$ cat src/rtl/adder_pkg.sv
// adder_pkg: shared FSM encoding and default operand width for the serial adder.
package adder_pkg;
   localparam int WIDTH_DEF = 8;
   typedef enum logic [1:0] {IDLE = 2'd0, RUN = 2'd1, DONE = 2'd2} state_t;
endpackage

$ cat src/rtl/fa_bit.sv
// fa_bit: combinational full-adder slice built from two half-adder stages and an OR.
module fa_bit (
   input  logic x,
   input  logic y,
   input  logic cin,
   output logic s,
   output logic co
);
   logic hs, hc, cc;
   assign hs = x ^ y;
   assign hc = x & y;
   assign s  = hs ^ cin;
   assign cc = hs & cin;
   assign co = hc | cc;
endmodule

$ cat src/rtl/serial_adder_ctrl.sv
// serial_adder_ctrl: bit-serial unsigned adder, LSB first, one bit per clock through one fa_bit.
module serial_adder_ctrl
   import adder_pkg::*;
#(
   parameter int WIDTH = WIDTH_DEF
) (
   input  logic             clk,
   input  logic             rst,
   input  logic             start,
   input  logic [WIDTH-1:0] a,
   input  logic [WIDTH-1:0] b,
   output logic             busy,
   output logic             done,
   output logic [WIDTH-1:0] sum,
   output logic             cout
);
   localparam int CW = $clog2(WIDTH + 1);
   state_t state, nxt;
   logic [WIDTH-1:0] opa, opb;
   logic [CW-1:0] cnt;
   logic carry, s, co, last, accept;
   fa_bit u_fa (.x(opa[0]), .y(opb[0]), .cin(carry), .s(s), .co(co));
   assign last   = cnt == CW'(WIDTH - 1);
   assign accept = state == IDLE && start;
   assign busy   = state == RUN;
   assign done   = state == DONE;
   always_comb begin
      nxt = state;
      if (accept) nxt = RUN;
      else if (state == RUN && last) nxt = DONE;
      else if (state != IDLE && state != RUN) nxt = IDLE;
   end
   always_ff @(posedge clk) begin
      if (rst) begin
         state <= IDLE;
         opa   <= '0;
         opb   <= '0;
         carry <= 1'b0;
         cnt   <= '0;
         sum   <= '0;
         cout  <= 1'b0;
      end else begin
         state <= nxt;
         if (accept) begin
            opa   <= a;
            opb   <= b;
            carry <= 1'b0;
            cnt   <= '0;
            sum   <= '0;
            cout  <= 1'b0;
         end else if (state == RUN) begin
            // new bit enters at the MSB so bit 0 lands in sum[0] after WIDTH shifts
            sum   <= (sum >> 1) | (WIDTH'(s) << (WIDTH - 1));
            carry <= co;
            opa   <= opa >> 1;
            opb   <= opb >> 1;
            cnt   <= cnt + CW'(1);
            if (last) cout <= co;
         end
      end
   end
endmodule

$ cat config.mk
export PLATFORM = sky130hd
export DESIGN_NAME = serial_adder_ctrl
export DESIGN_NICKNAME = d
export VERILOG_FILES = /design/src/rtl/adder_pkg.sv /design/src/rtl/fa_bit.sv /design/src/rtl/serial_adder_ctrl.sv
export SDC_FILE = /design/constraint.sdc
export NUM_CORES = 1
export LEC_CHECK = 0
export ABC_AREA = 0
export CAP_MARGIN = 5
export CORE_MARGIN = 2
export CORE_UTILIZATION = 30
export DETAILED_ROUTE_END_ITERATION = 8
export PLACE_DENSITY = 0.5
export SKIP_LAST_GASP = 1
export SYNTH_ARGS = -nofsm -noshare
export SYNTH_HDL_FRONTEND = slang
export SYNTH_HIERARCHICAL = 1
export SYNTH_SLANG_ARGS = --single-unit
$ cat constraint.sdc
create_clock -name clk -period 1.6 [get_ports clk]
set_input_delay 0.32 -clock clk [delete_from_list [all_inputs] [get_ports clk]]
set_output_delay 0.32 -clock clk [all_outputs]
set_load 0.05 [all_outputs]
==> results.md <==
* Postcts setup bufs at 0
* Seq/Total Area, Yosys at 0.448
* Cell Pwr Density at 999 nW/um^2
* Clock Power Share at 0.398
* Hold crit path type: flip-flop to flip-flop
* FP Rows at 25
* Drt initial violations at 66
* Die extent in x at 73.0 um
* Post-synth EDFFs at 0
* Total power at 1.89 mW
* Crit-path max cell delay at 0.35 ns
* Routed Antenna Nets at 0
* Achievable Freq at 670 MHz
* Switching part of the total at 0.240
* Setup Skew at 0.00696 ns
* Syn Inst Count at 160
* Mapped Nets at 181
* Dpl cells at 243
* Later-pin clock latency in the skew report at 0.28 ns
* Worst-margin pin slew at 0.246 ns
* CP bufs+invs at 2
* Vias in the first global route at 1,129
* Die height at 73.0 um
* Crit-path slowest cell: dfxtp_2
* Dpl ws at -0.124 ns
* Synth warn at 6
* Die area at 5340 um^2
* Fin cells at 251
* Final setup vio count at 0
* IO buf count at 29
* Most frequent cell after synthesis: nand2_1
* H-tree depth at 2
* Cell Chain, Critical Path: nand2b_1 > inv_1 > buf_12
* Status: finished, final reports clean
* Clock Tree Root: clkbuf_8
* Synth area leader: dfxtp_1
* Routed via count at 1,189
* Setup_tns at 0 ns
* Period minus WS final at 1.49 ns
* Maximum vdd drop at 840 uV
* Psw at 0.454 mW
* RePlAce Congestion at 0.775
* ANT cells at 0
* End-of-flow core utilization at 0.406
* Remaining Overflow, GRT at 0
* Asr flop ratio synth at 0
* Synth Cell Area at 1430 um^2
* Slew Viols, Final at 0
* P&R area growth vs syn at 32.4%
* CP max FO at 7
* Gate power share at 0.144
* Leak pwr at 0.716 nW
* WP data required at 1.28 ns
* Worst Setup End Kind: primary output
* Yosys reg bits at 32
* Final Hold Viols at 0
* Average cell area after synthesis at 8.94 um^2
* I/O pin total at 30
* CTS Hold Bufs at 0
* Starting density of the core at 0.307
* Top_reg_cell synth: dfxtp_1
* Sequential share of power at 0.458
* Worst hold slack at 0.452 ns
* Antenna violations before repair at 0
* Core Area at 4660 um^2
* Setup ws final at 0.107 ns
* Worst R2R Path Depth at 4
* Startpoint Class: flip-flop
* Hold path depth at 2
* Unrepaired setup endpoints after global routing: no
* Clk sinks at 32
* Dpl hpwl at 2140 um
* Crit Path Category: flip-flop to primary output
* Final Net Count at 217
* CTS buffer count at 5
* Stages on worst setup path at 3
* CP arrival at 1.17 ns
* First-pass GRT wire length at 4950 um
* Share of cells above drive strength 1 at 0.213
* Max Root-Sink Buffers at 2
* Area contributors post-synth: dfxtp_1 (45%), nand2_1 (13%), a311oi_2 (9.4%)
* WL final at 2890 um
* Internal at 1.44 mW
* Clk slew on worst S/H paths at 0.07 ns
* MaxCap Viol Count at 0
* Dpl cell area at 1780 um^2
* Final Cell Area at 1890 um^2
* # DRC at 0
* TritonCTS clock tree: built
* Fillers at 485
* Wire length per cell at 11.5 um
* Top delay family on crit path: buffers and inverters
* Final cycle utilization of the critical path at 0.933
* Via density at 4.74
* Post-synthesis cell type count at 29
* Slew HR at 0.835
* Top-area cell type share of the netlist area at 0.448
* TritonRoute pass-1 iters at 4
* Commonest cells in the netlist: nand2_1 (48), dfxtp_1 (32), nor2_1 (18), a21oi_1 (13), a311oi_2 (9)
* Largest net degree at the start of global routing at 29
* Gr usage total at 0.121
[routing by layer]
| layer | GRT usage | vias to the layer above | part of all wire |
|---|---|---|---|
| met5 | 0 | - | 0 |
| met4 | 0.0432 | 0 | 0.0069 |
| met3 | 0.0594 | 2 | 0.060 |
| met2 | 0.196 | 25 | 0.48 |
| met1 | 0.138 | 549 | 0.45 |
| li1 | - | 613 | - |
[repair_timing]
action	CTS	global route
gates cloned	0	0
setup endpoints to repair	1	1
resized for setup	1	1
[power groups by stage]
stage,clock (mW),sequential (mW),combinational [mW]
6_report,0.753,0.866,0.272
5_1_grt,0.822,0.871,0.301
4_1_cts,0.776,0.866,0.278
3_5_place_dp,0,0.883,0.278
3_3_place_gp,0,0.882,0.272
2_1_floorplan,0,0.881,0.185
[sequential cells by signal, indices dropped and copies added (netlist names)]
register	flops
cout	1
sum	8
carry	1
opb	8
state	2
cnt	4
opa	8
[worst min-delay path: stages, from the launching register on]
cell,delay [ns]
dfxtp_1,0.31
nand2_1,0.05
a21oi_1,0.05
[worst paths after layout]
kind / endpoint / from / slack [ns]
hold / removal: sum[0] / sum[0] / 0.45
hold reg to reg: sum[0] / sum[0] / 0.45
setup / recovery: busy / state[1] / 0.11
setup reg to reg: state[1] / state[0] / 0.32
[cells by family after synthesis]
logic type	after synthesis	synth area share
fa+ha+maj	2	0.0227
simple gates	78	0.241
buf+inv	12	0.0709
flops	32	0.448
xor+xnor	2	0.0123
compound gates	34	0.206
[cells in the final DEF, fill, tap and decap left out, drive strengths merged, types with 2 or more instances in the layout]
| cell type | instances |
|---|---|
| nand2b | 3 |
| o21ai | 2 |
| clkbuf | 6 |
| nand2 | 48 |
| a22oi | 2 |
| buf | 22 |
| dfxtp | 32 |
| nor2b | 2 |
| clkdlybuf4s50 | 18 |
| a311oi | 14 |
| a21oi | 13 |
| nor2 | 18 |
[final cells by class]
type / instances / area [um^2] / area share
multi-input cells: 116 / 688 / 0.364
repair buffers: 40 / 383 / 0.202
clock buffers: 6 / 72.6 / 0.0383
flip-flops and latches: 32 / 643 / 0.340
well taps: 54 / 67.6 / 0.0357
inverters: 1 / 3.75 / 0.00198
clock inverters: 2 / 35.0 / 0.0185
Note: power is estimated with default switching activity, not from simulation.
